===== config.mk =====
export PLATFORM = sky130hd
export DESIGN_NAME = spi_reg_slave
export DESIGN_NICKNAME = d
export VERILOG_FILES = /design/src/rtl/spi_reg_slave.sv
export SDC_FILE = /design/constraint.sdc
export NUM_CORES = 1
export LEC_CHECK = 0
export BUFFER_PORTS_ARGS = -buffer_cell sky130_fd_sc_hd__buf_2
export CAP_MARGIN = 30
export CORE_UTILIZATION = 45
export CTS_CLUSTER_DIAMETER = 120
export DETAILED_ROUTE_END_ITERATION = 10
export GPL_TIMING_DRIVEN = 1
export PLACE_DENSITY = 0.72
export SYNTH_ARGS = -nofsm -noshare
export SYNTH_HDL_FRONTEND = slang
export SYNTH_SLANG_ARGS = --single-unit

===== constraint.sdc =====
create_clock -name clk -period 2.4 [get_ports clk]
set_input_delay 0.48 -clock clk [delete_from_list [all_inputs] [get_ports clk]]
set_output_delay 0.48 -clock clk [all_outputs]
set_load 0.005 [all_outputs]

===== src/rtl/spi_reg_slave.sv =====
// SPI slave exposing seven R/W byte registers plus a read-only status byte.
// Frame: command byte (W, addr) then one data byte; all four CKP/CPH modes.
`timescale 1ns/1ps

module spi_reg_slave #(
   parameter logic [7:0] REG_RST = 8'h00
) (
   input  logic       clk,
   input  logic       rst,
   input  logic       CKP,
   input  logic       CPH,
   input  logic       SS,
   input  logic       SCK,
   input  logic       MOSI,
   output logic       MISO,
   input  logic [7:0] stat_in,
   output logic [7:0] ctrl_out,
   output logic       wr_pulse,
   output logic [2:0] wr_addr
);

   localparam logic [7:0] SYNC = 8'hA5;

   typedef enum logic [1:0] {IDLE, CMD, DATA, DONE} state_t;

   state_t     state;
   state_t     state_nxt;

   logic       ss_p0, ss_p1;
   logic       sck_p0, sck_p1, sck_p2;
   logic       mosi_p0, mosi_p1;
   logic       vld_p0, vld_p1;
   logic       armed;

   logic       sck_edge, lead_edge, trail_edge;
   logic       sample_edge, shift_edge;
   logic       in_frame, byte_done;

   logic [2:0] cnt;
   logic [7:0] rx_sh;
   logic [7:0] tx_sh;
   logic       miso_q;
   logic       cmd_w;
   logic [2:0] cmd_addr;
   logic       load_p;
   logic       commit_p;
   logic [7:0] rd_val;
   logic [7:0] regs [0:6];

   // Input synchronizers; vld_pN marks when the chain carries post-reset samples
   always_ff @(posedge clk) begin
      if (rst) begin
         ss_p0   <= 1'b1;
         ss_p1   <= 1'b1;
         sck_p0  <= CKP;
         sck_p1  <= CKP;
         sck_p2  <= CKP;
         mosi_p0 <= 1'b0;
         mosi_p1 <= 1'b0;
         vld_p0  <= 1'b0;
         vld_p1  <= 1'b0;
         armed   <= 1'b0;
      end else begin
         ss_p0   <= SS;
         ss_p1   <= ss_p0;
         sck_p0  <= SCK;
         sck_p1  <= sck_p0;
         sck_p2  <= sck_p1;
         mosi_p0 <= MOSI;
         mosi_p1 <= mosi_p0;
         vld_p0  <= 1'b1;
         vld_p1  <= vld_p0;
         // A frame may only start after SS has genuinely been seen high
         if (vld_p1 && ss_p1) armed <= 1'b1;
      end
   end

   // Edge classification
   always_comb begin
      sck_edge    = sck_p1 ^ sck_p2;
      lead_edge   = sck_edge && (sck_p1 != CKP);
      trail_edge  = sck_edge && (sck_p1 == CKP);
      sample_edge = CPH ? trail_edge : lead_edge;
      shift_edge  = CPH ? lead_edge  : trail_edge;
      in_frame    = ((state == CMD) || (state == DATA)) && !ss_p1;
      byte_done   = in_frame && sample_edge && (cnt == 3'd7);
   end

   always_comb begin
      rd_val = stat_in;
      for (int i = 0; i < 7; i++) begin
         if (cmd_addr == i[2:0]) rd_val = regs[i];
      end
   end

   always_ff @(posedge clk) begin
      if (rst) state <= IDLE;
      else     state <= state_nxt;
   end

   always_comb begin
      state_nxt = state;
      case (state)
         IDLE: if (armed && !ss_p1) state_nxt = CMD;
         CMD: begin
            if (ss_p1)          state_nxt = IDLE;
            else if (byte_done) state_nxt = DATA;
         end
         DATA: begin
            if (ss_p1)          state_nxt = IDLE;
            else if (byte_done) state_nxt = DONE;
         end
         DONE: if (ss_p1) state_nxt = IDLE;
         default: state_nxt = IDLE;
      endcase
   end

   // Shift datapath, command decode and register commit
   always_ff @(posedge clk) begin
      if (rst) begin
         cnt      <= 3'd0;
         rx_sh    <= 8'h00;
         tx_sh    <= 8'h00;
         miso_q   <= 1'b0;
         cmd_w    <= 1'b0;
         cmd_addr <= 3'd0;
         load_p   <= 1'b0;
         commit_p <= 1'b0;
         wr_pulse <= 1'b0;
         wr_addr  <= 3'd0;
         for (int i = 0; i < 7; i++) regs[i] <= REG_RST;
      end else begin
         wr_pulse <= 1'b0;
         load_p   <= 1'b0;
         commit_p <= 1'b0;

         if ((state == IDLE) && (state_nxt == CMD)) begin
            cnt   <= 3'd0;
            rx_sh <= 8'h00;
            // CPH=0 has no leading shift edge, so bit 7 goes out immediately
            if (CPH) begin
               tx_sh  <= SYNC;
               miso_q <= 1'b0;
            end else begin
               tx_sh  <= {SYNC[6:0], 1'b0};
               miso_q <= SYNC[7];
            end
         end else if (in_frame) begin
            if (sample_edge) begin
               rx_sh <= {rx_sh[6:0], mosi_p1};
               cnt   <= cnt + 3'd1;
               if (cnt == 3'd7) begin
                  if (state == CMD) begin
                     cmd_w    <= rx_sh[6];
                     cmd_addr <= {rx_sh[1:0], mosi_p1};
                     load_p   <= 1'b1;
                  end else begin
                     commit_p <= 1'b1;
                  end
               end
            end
            if (shift_edge) begin
               miso_q <= tx_sh[7];
               tx_sh  <= {tx_sh[6:0], 1'b0};
            end
            if (load_p) tx_sh <= cmd_w ? 8'h00 : rd_val;
         end else begin
            cnt <= 3'd0;
         end

         if (commit_p && cmd_w && (cmd_addr != 3'd7)) begin
            for (int i = 0; i < 7; i++) begin
               if (cmd_addr == i[2:0]) regs[i] <= rx_sh;
            end
            wr_pulse <= 1'b1;
            wr_addr  <= cmd_addr;
         end
      end
   end

   assign MISO     = ((state == CMD) || (state == DATA)) ? miso_q : 1'b0;
   assign ctrl_out = regs[0];

endmodule


# Word-level counts from Yosys, hierarchy flattened
# Memory sizes are Yosys's and may differ from the RTL's.
# Index checks and enable logic that the tools add are counted.
# word_totals
ram_bits,56
elab_cells,144
memories,1
reg_bits,42
output_inout_bits,13
input_bits,15
# mem_list
memory,depth,word_bits,rd,rd_clocked_by_memory_dff,write_ports,line_no,source
regs,7,8,7,0,7,48,logic [7:0] regs [0:6];
# classes
bitwise_logic,12
eq_ne,14
n_addsub,1
n_mux,71
n_reduce_logical,24
# op_table
operator,count
$mux 8,20
$mux 1,44
$eq 3x3->1 const B,4
$mux 2,6
$logic_and 1x1->1,10
$pmux 2 s4,1
$or 1x1->1,7
$eq 3x2->1 const B,2
$reduce_and 2->1,3
$reduce_and 5->1,1
$reduce_or 5->1,1
$eq 2x1->1 const B,2
$eq 2x2->1 const B,2
$not 1->1,4
$reduce_bool 2->1,2
$add 3x1->3 const B,1
$eq 3x1->1 const B,1
$logic_not 3->1,1
$ne 3x3->1 const B,1
$reduce_bool 3->1,1
$reduce_or 3->1,1
$logic_not 2->1,1
$reduce_or 2->1,1
$eq 1x1->1,1
other kinds (4),4

# Longest topological paths before layout
# Gate-level depths: netlist (run 1).
# depth
ltp_word,12
mapped_depth,8

# Worst setup path before layout (run 1)
# OpenSTA, ideal clock, no wires.
# synth_timing
kind,flip-flop to flip-flop
from,register cmd_addr[2]
to,memory regs[3][0] (netlist: regs[0][24]) (enable)
path_slack_ps,413
stages_incl_launch_ff,8
t_arrival_ps,1658
cell_sequence,dfxtp_1 buf_2 buf_2 buf_2 buf_2 nor2_1 nand3_1 nand2_1
# synth_rtl
item,line_no,source
from (decl),44,logic [2:0] cmd_addr;
from (signal assigned),155,"cmd_addr <= {rx_sh[1:0], mosi_p1};"
to (decl),48,

# Worst setup path in the final report (run 1)
# layout_timing
from,register state[0]
to,register cmd_addr[0]
# layout_between
elab_chain_cells,12
word_cells_on_any_way,19
# layout_lines
item,line_no,source
from (decl),26,state_t state;
from (signal assigned),98,else state <= state_nxt;
$eq 2x1->1 or $eq 2x2->1 (tied branches),"85, 103, 153",
$logic_or 1x1->1,85,in_frame = ((state == CMD) || (state == DATA)) && !ss_p1;
$logic_and 1x1->1,85,
$logic_and 1x1->1 (2 in series),86,byte_done = in_frame && sample_edge && (cnt == 3'd7);
$mux 2 (on tied branches),"111, 107",
$mux 2 (on tied branches),"110, 106",
$pmux 2 s4,103,case (state)
$eq 2x1->1,137,if ((state == IDLE) && (state_nxt == CMD)) begin
$logic_and 1x1->1,137,
$not 1->1 (no line),--,
$reduce_and 5->1 (no line) (*),--,
# Every way passes the cells marked *; elsewhere a longest branch is shown, timed or not.
# A chain may end at the register's enable or synchronous reset.

==> metrics.yaml, run 1 <==
global_route:
  gr-total-overflow: 0
  grt_max_degree: 22
  grt_pass1_vias: 3380
  antenna_found_initial: 0
  grt_usage_pct: 23.5
  grt_pass1_wl_mm: 18.2
layout:
  final_cell_mix: "nor2_1, edfxtp_1, dfxtp_1"
  syn2layout_area_growth_pct: 12.1
  final_common_cell: "nor2_1"
  fin_util_pct: 52.4
  finalNetCount: 500
  layout-drive-gt1-share_pct: 17.1
  antenna_cells: 0
clock_network:
  cts_max_level: 3
  clkLatencyLatePin_ps: 360
  cts_tree: "yes"
  path_clk_slew_ps: 90
  postCtsHoldBufs: 0
  clockBufferDepth: 2
  cts.sinks: 98
  numCtsBuffers: 9
  cts_setup_buffers: 0
  cts-root-buf: "clkbuf_8"
run_status:
  outcome: "finished, final reports clean"
power_and_ir_drop:
  ir_drop_v: 0.000334
  power.density_nw_per_um2: 660
  p_leak_nw: 1.94
critical_path:
  worstSetupStartpointType: "register"
  crit_required_ps: 2650
  cp-end-kind: "register"
  arrival_ps: 2440
  worst-path-max-fanout: 13
  critPathKind: "reg2reg"
timing:
  fin_crit_ps: 2190
  worst_pin_slew_ps: 532
  finalHoldViolCount: 0
  slew_headroom_pct: 64.4
  slew_violations: 0
  finalClockSkew_ps: 9.11
  max_freq_ghz: 0.457
  rsz0062_at_grt: "false"
  tns_ps: 0
  finalCritPeriodShare_pct: 91.1
  setup_viol_count_final: 0
synth:
  netlist_area_um2: 4610
  yosysTopAreaCell: "edfxtp_1"
  ys_top_cells_by_area: "edfxtp_1, dfxtp_1, nor2_1, mux2i_1, nand2_1"
  synthesis.instances: 450
  muxShareOfSynthArea_pct: 5.18
  synthDistinctLibCells: 61
  synth_adder_area_share_pct: 1.63
  synth_top_family_by_area: "simple AND/OR/NAND/NOR gates"
  synth_nets: 471
  yosysWarnings: 0
  synth_edf_count: 56
  yosysSeqAreaShare_pct: 54.7
  synthArstFlopShare_pct: 0
  synth_flop_cell: "edfxtp_1"
  synthXorXnorAreaFrac_pct: 0.543
  yosysTopAreaCellShare_pct: 36.5
  synth_compound_area_share_pct: 15.4
  ys_seq_elements: 98
  syn_area_per_cell_um2: 10.2
  yosys.area_share.simple_pct: 17.3
place:
  gp_congestion: 0.924
  dp_hpwl_mm: 8.41
  port_buffers: 27
drt:
  via_per_inst: 5.82
  firstDrtPassIters: 5
  drtAntennaViolNets: 0
  vias: 3593
  wl_per_cell_um: 18.9
  dr.first_iter.drc_count: 367
  drt-total-wl_mm: 11.6
  drc: 0
floorplan:
  dieArea_um2: 10700
  ios: 28
  fp.coreArea_um2: 9860
  rows: 36
  initial_core_util_pct: 46.8
  die_x_um: 103
  die_y_um: 103
job:
  cap_viol_max_count: 0
min_path:
  min_path_type: "in2reg"
==> registers in the layout, summed over array words and instances, names as in the netlist <==
| signal | flops |
|---|---|
| regs | 56 |
| rx_sh | 8 |
| tx_sh | 8 |
| cmd_addr | 3 |
| cnt | 3 |
| wr_addr | 3 |
| state | 2 |
| armed | 1 |
| cmd_w | 1 |
| commit_p | 1 |
| load_p | 1 |
| miso_q | 1 |
| mosi_p0 | 1 |
| mosi_p1 | 1 |
| sck_p0 | 1 |
| sck_p1 | 1 |
| sck_p2 | 1 |
| ss_p0 | 1 |
| ss_p1 | 1 |
| vld_p0 | 1 |
| vld_p1 | 1 |
| wr_pulse | 1 |
==> metrics by stage <==
step | hold slack, ps | instances | total power [mW] | setup WS [ps] | instance area, um^2
2_1_floorplan | 389 | 450 | 2.06 | 413 | 4610
3_5_place_dp | 401 | 601 | 2.14 | 177 | 4920
3_3_place_gp | 392 | 601 | 2.13 | 313 | 4920
5_1_grt | 292 | 617 | 3.52 | 44.2 | 5170
4_1_cts | 297 | 617 | 3.43 | 157 | 5170
6_report | 308 | 617 | 3.41 | 213 | 5170
==> repair_timing <==
item | 4_1_cts | 5_1_grt
hold endpoints to repair | 0 | 0
resized for setup | 0 | 1
endpoints found under the setup margin | 0 | 5
==> worst max-delay path, cell delays in order (launching register included) <==
cell,delay (ps)
dfxtp_1,480
inv_1,110
ha_1,340
nor4bb_1,240
mux2_4,340
nand4_1,290
mux2i_1,230
nor2_1,50
==> path summary, 6_finish.rpt <==
path	start	cells past startpoint	to	slack, ps
min reg2reg	ss_p0	1	ss_p1	420
max reg2reg	state[0]	7	cmd_addr[0]	210
min	SS	2	ss_p0	310
max	state[0]	7	cmd_addr[0]	210
==> final cells by class <==
cell class | instances | area [um^2]
Clock buffer | 10 | 138
Clock inverter | 6 | 113
Fill cell | 861 | 4690
Inverter | 21 | 78.8
Multi-Input combinational cell | 300 | 1850
Sequential cell | 98 | 2520
Tap cell | 133 | 166
Timing Repair Buffer | 49 | 300
==> power breakdown <==
| group | internal, mW | switching (mW) | total [mW] |
|---|---|---|---|
| Clock | 0.725 | 0.580 | 1.30 |
| Combinational | 0.0898 | 0.135 | 0.225 |
| Sequential | 1.84 | 0.0402 | 1.88 |
==> logic make-up (layout without fill, tap and decap cells) <==
group,count (synthesis),after routing
AO/OA/AOI/OAI,95,95
flip-flops,98,98
multiplexers,22,22
XOR/XNOR,2,2
buffers and inverters,52,86
AND/OR/NAND/NOR,175,175
adder cells (fa/ha/maj),6,6
==> cell usage after synthesis (3+ instances only) <==
cell type / number
buf_2: 9
inv_1: 21
a2bb2oi_1: 3
a311oi_1: 4
o221ai_1: 5
or3b_2: 3
a21boi_0: 3
nand4_1: 3
a221oi_1: 3
buf_4: 9
nor2b_1: 13
a21o_1: 3
clkbuf_1: 10
nand2b_1: 3
or2_2: 3
nor3b_1: 3
a21oi_1: 8
a31oi_1: 7
a22o_1: 4
o2111a_1: 4
nor3_1: 14
nor2_1: 84
ha_1: 6
dfxtp_1: 42
o21bai_1: 4
nand2_1: 36
buf_1: 3
o22a_1: 3
a2111oi_1: 3
edfxtp_1: 56
mux2i_1: 18
o211ai_1: 3
o21ai_0: 20
==> metal layers <==
layer / part of all wire, % / routed length (um) / vias to the layer above / GRT usage, %
li1: - / - / 1680 / -
met1: 42 / 4910 / 1742 / 31.1
met2: 48 / 5600 / 149 / 37.1
met3: 6.8 / 793 / 22 / 5.44
met4: 2.9 / 339 / 0 / 10.3
met5: 0 / 0 / - / 0
No activity file was read; power rests on OpenSTA's default activity.
==> run 2, diff against run 1 <==
Settings changed: CELL_PAD_IN_SITES_DETAIL_PLACEMENT from default to 0, CELL_PAD_IN_SITES_GLOBAL_PLACEMENT from default to 1, CORE_UTILIZATION 45 to 43, PLACE_DENSITY 0.72 to 0.85.
Clock period 2.4 ns to 1.8 ns, I/O delays scaled along.
==> metrics.yaml, run 2 (synthesis results as in run 1) <==
layout:
  largest_reg_flops: 56
  reg_top3: "regs x56, rx_sh x8, tx_sh x8"
  final_common_cell: "nor2_1"
  finalNetCount: 534
  top_register: "regs"
  final_cell_mix: "nor2_1, edfxtp_1, buf_4"
  antenna_cells: 0
  syn2layout_area_growth_pct: 20.7
  layout-drive-gt1-share_pct: 28.8
  postLayoutCellArea_um2: 5570
drt:
  drtAntennaViolNets: 0
  drc: 0
  via_per_inst: 5.62
  wl_per_cell_um: 18.2
  vias: 3674
  firstDrtPassIters: 5
  drt-total-wl_mm: 11.9
  dr.first_iter.drc_count: 301
floorplan:
  rows: 37
  dieArea_um2: 11100
  fp.coreArea_um2: 10400
  initial_core_util_pct: 44.5
  die_x_um: 106
  die_y_um: 106
  ios: 28
power_and_ir_drop:
  p_sw_mw: 1.02
  intPower_mw: 3.31
  p_comb_share_pct: 8.3
  switching_share_pct: 23.6
  ir_drop_v: 0.000473
  finalPower_mw: 4.33
  seqPwrFrac_pct: 57.9
  p_leak_nw: 2.14
  clkPwrFrac_pct: 33.8
  power.density_nw_per_um2: 778
global_route:
  grt_max_degree: 22
  antenna_found_initial: 1
  gr-total-overflow: 0
  grt_usage_pct: 22.5
  grt_pass1_vias: 3615
  grt_pass1_wl_mm: 18.8
timing:
  finalCritPeriodShare_pct: 99.3
  setup_viol_count_final: 0
  finalClockSkew_ps: 9.21
  max_freq_ghz: 0.559
  finalHoldViolCount: 0
  fin_ws_ps: 11.8
  tns_ps: 0
  worst_pin_slew_ps: 471
  slew_violations: 0
  hold_ws_ps: 174
  fin_crit_ps: 1790
  rsz0062_at_grt: "true"
  slew_headroom_pct: 67.7
critical_path:
  critPathKind: "reg2reg"
  crit-reg2reg-launch: "state[0]"
  r2r_setup_slack_ps: 10
  arrival_ps: 2040
  worst-path-max-fanout: 4
  cp-end-kind: "register"
  crit_path_end: "cmd_addr[2]"
  worstSetupStartpointType: "register"
  rr_worst_depth: 8
  reg2reg_to: "cmd_addr[2]"
  crit_start: "state[0]"
  crit_required_ps: 2050
clock_network:
  path_clk_slew_ps: 90
  postCtsHoldBufs: 0
  numCtsBuffers: 9
  cts_tree: "yes"
  cts-root-buf: "clkbuf_8"
  clkLatencyLatePin_ps: 370
  clockBufferDepth: 2
  cts.sinks: 98
  cts_max_level: 3
place:
  gp_congestion: 0.933
  dp_hpwl_mm: 8.61
  dpl_cell_area_um2: 5230
  port_buffers: 27
  dp_slack_ps: -96.4
run_status:
  outcome: "finished, final reports clean"
job:
  cap_viol_max_count: 0
min_path:
  min_path_type: "in2reg"
-- run 2: area by class of cell --
cell class	count	area [um^2]
Sequential cell	98	2540
Timing Repair Buffer	83	584
Tap cell	136	170
Clock buffer	13	185
Clock inverter	3	17.5
Fill cell	920	4800
Multi-Input combinational cell	300	1990
Inverter	21	78.8
-- run 2: per-layer routing --
metal | part of all wire [%] | wire, um | GRT usage [%] | vias up
li1 | - | - | - | 1733
met1 | 42 | 5000 | 28.6 | 1769
met2 | 49 | 5810 | 36.8 | 150
met3 | 6.9 | 817 | 5.01 | 22
met4 | 2.4 | 289 | 9.82 | 0
met5 | 0 | 0 | 0 | -
-- run 2: metrics by stage --
| step | utilization (%) | std cells |
|---|---|---|
| after CTS | 53.1 | 654 |
| after detailed placement | 50.4 | 638 |
| final | 53.7 | 654 |
| after floorplan | - | 450 |
| after global placement | 50.4 | 638 |
| after global routing | 53.7 | 654 |
-- run 2: worst max-delay path, stage by stage (launching register included) --
cell	delay, ps
dfxtp_2	340
inv_2	50
ha_4	240
nor4bb_4	150
mux2_4	310
nand4_1	140
buf_6	150
mux2i_2	250
nor2_1	60
-- run 2: how the worst min path moves through the flow --
stage	startpoint	end	slack, ps	cells past startpoint
after floorplan	ss_p0	ss_p1	390	1
after global placement	ss_p0	ss_p1	390	1
after detailed placement	ss_p0	ss_p1	390	1
after CTS	SS	ss_p0	170	2
after global routing	SS	ss_p0	160	2
final	SS	ss_p0	170	2
-- run 2: power by group through the flow --
stage / Sequential, mW / Clock, mW / Combinational, mW
3_3_place_gp: 2.55 / 0 / 0.320
5_1_grt: 2.52 / 1.56 / 0.395
4_1_cts: 2.50 / 1.47 / 0.344
6_report: 2.51 / 1.46 / 0.360
3_5_place_dp: 2.55 / 0 / 0.328
2_1_floorplan: 2.54 / 0 / 0.209
-- run 2: timing repair --
item                                    4_1_cts  5_1_grt
hold endpoints to repair                      0        0
pin swaps                                     2        3
endpoints found under the setup margin       13       15
setup buffers                                 0        0
resized for setup                            16       20
==> run 3, diff against run 2 <==
Settings changed: CAP_MARGIN 30 to 15, CELL_PAD_IN_SITES_DETAIL_PLACEMENT 0 to default, CELL_PAD_IN_SITES_GLOBAL_PLACEMENT 1 to default, CORE_UTILIZATION 43 to 45, GPL_ROUTABILITY_DRIVEN from default to 0, PLACE_DENSITY 0.85 to 0.74.
==> metrics.yaml, run 3 (synthesis results as in run 1) <==
run_status:
  outcome: "finished, final reports clean"
place:
  dp_hpwl_mm: 8.43
  dp_slack_ps: -60.9
  dpl_cell_area_um2: 5200
  port_buffers: 27
clock_network:
  clockBufferDepth: 2
  numCtsBuffers: 9
  cts-root-buf: "clkbuf_8"
  cts.sinks: 98
  path_clk_slew_ps: 90
  cts_max_level: 3
  clkLatencyLatePin_ps: 360
  cts_tree: "yes"
floorplan:
  initial_core_util_pct: 46.8
  die_x_um: 103
  die_y_um: 103
  rows: 36
  fp.coreArea_um2: 9860
  ios: 28
  dieArea_um2: 10700
layout:
  final_common_cell: "nor2_1"
  largest_reg_flops: 56
  top_register: "regs"
  antenna_cells: 0
  layout-drive-gt1-share_pct: 28.7
  final_cell_mix: "nor2_1, edfxtp_1, buf_4"
  reg_top3: "regs x56, rx_sh x8, tx_sh x8"
  finalNetCount: 532
  syn2layout_area_growth_pct: 20.4
  postLayoutCellArea_um2: 5550
drt:
  dr.first_iter.drc_count: 370
  topRoutingLayerUsed: "met4"
  vias: 3672
  drt-total-wl_mm: 11.7
  drc: 0
  via_per_inst: 5.66
  m1WireLength_mm: 5.09
  drtAntennaViolNets: 0
  firstDrtPassIters: 5
  met3_length_um: 816
  wl_met2_mm: 5.47
  wl_per_cell_um: 18.1
timing:
  slew_violations: 0
  finalCritPeriodShare_pct: 98.1
  rsz0062_at_grt: "true"
  slew_headroom_pct: 70.0
  finalClockSkew_ps: 10.6
  fin_ws_ps: 33.4
  finalHoldViolCount: 0
  setup_viol_count_final: 0
  max_freq_ghz: 0.566
  fin_crit_ps: 1770
  worst_pin_slew_ps: 448
critical_path:
  crit_family: "compound AO/OA/AOI/OAI gates"
  worstSetupStartpointType: "register"
  arrival_ps: 2020
  cpPeakStageDelay_ps: 400
  crit_required_ps: 2050
  path_buf_inv: 2
  crit_slowest_cell: "a2111oi_1"
  r2r_setup_slack_ps: 30
  cp_cell_sequence: "inv_2 > ha_4 > buf_6 > nand2_1 > a21o_4 > a2111oi_1 > o21bai_1"
  cp-end-kind: "register"
  critPathKind: "reg2reg"
  worst-path-max-fanout: 7
power_and_ir_drop:
  switching_share_pct: 23.4
  power.density_nw_per_um2: 763
  clkPwrFrac_pct: 32.3
  p_sw_mw: 0.992
  p_leak_nw: 2.11
  intPower_mw: 3.25
  seqPwrFrac_pct: 59.3
  ir_drop_v: 0.000367
  p_comb_share_pct: 8.4
global_route:
  grt_pass1_vias: 3407
  grt_max_degree: 22
  gr-total-overflow: 0
  antenna_found_initial: 0
  grt_pass1_wl_mm: 18.1
  grt_usage_pct: 23.3
job:
  cap_viol_max_count: 0
min_path:
  min_path_type: "in2reg"
run 3: stage by stage:
step           power, mW  TNS [ps]  utilization [%]  hold slack (ps)  std cells
2_1_floorplan       2.75      -253                -              389        450
3_3_place_gp        2.87     -15.1             52.7              396        631
3_5_place_dp        2.88      -184             52.7              394        631
4_1_cts             4.22         0             55.0              168        647
5_1_grt             4.38      -103             56.3              192        649
6_report            4.24         0             56.3              179        649
run 3: per-layer routing:
layer / vias up / track usage, %
met5: - / 0
met4: 0 / 10.3
met2: 164 / 35.7
met3: 30 / 3.76
li1: 1741 / -
met1: 1737 / 32.7
run 3: power groups by stage:
stage / registers, mW / logic, mW / clock network, mW
floorplan: 2.54 / 0.209 / 0
global placement: 2.56 / 0.309 / 0
detailed placement: 2.56 / 0.317 / 0
CTS: 2.51 / 0.331 / 1.38
global route: 2.52 / 0.387 / 1.47
finish: 2.51 / 0.355 / 1.37
run 3: area by class of cell:
type                    instances  area [um^2]
clock buffers                  10          128
clock inverters                 6         57.6
fillers                       826         4310
inverters                      21         78.8
multi-input cells             300         2000
flip-flops and latches         98         2540
well taps                     133          166
repair buffers                 81          581
run 3: repair_timing:
item,in CTS,in global routing
setup buffers,0,2
resized for setup,10,32
pin swaps,1,8
hold buffers,0,0
setup endpoints to repair,10,26
run 3: path summary, 6_finish.rpt:
kind | start | end | cells past startpoint
worst min-delay path | SS | ss_p0 | 2
worst max-delay path | state[1] | tx_sh[6] | 7
worst min register to register | ss_p0 | ss_p1 | 1
worst max register to register | state[1] | tx_sh[6] | 7
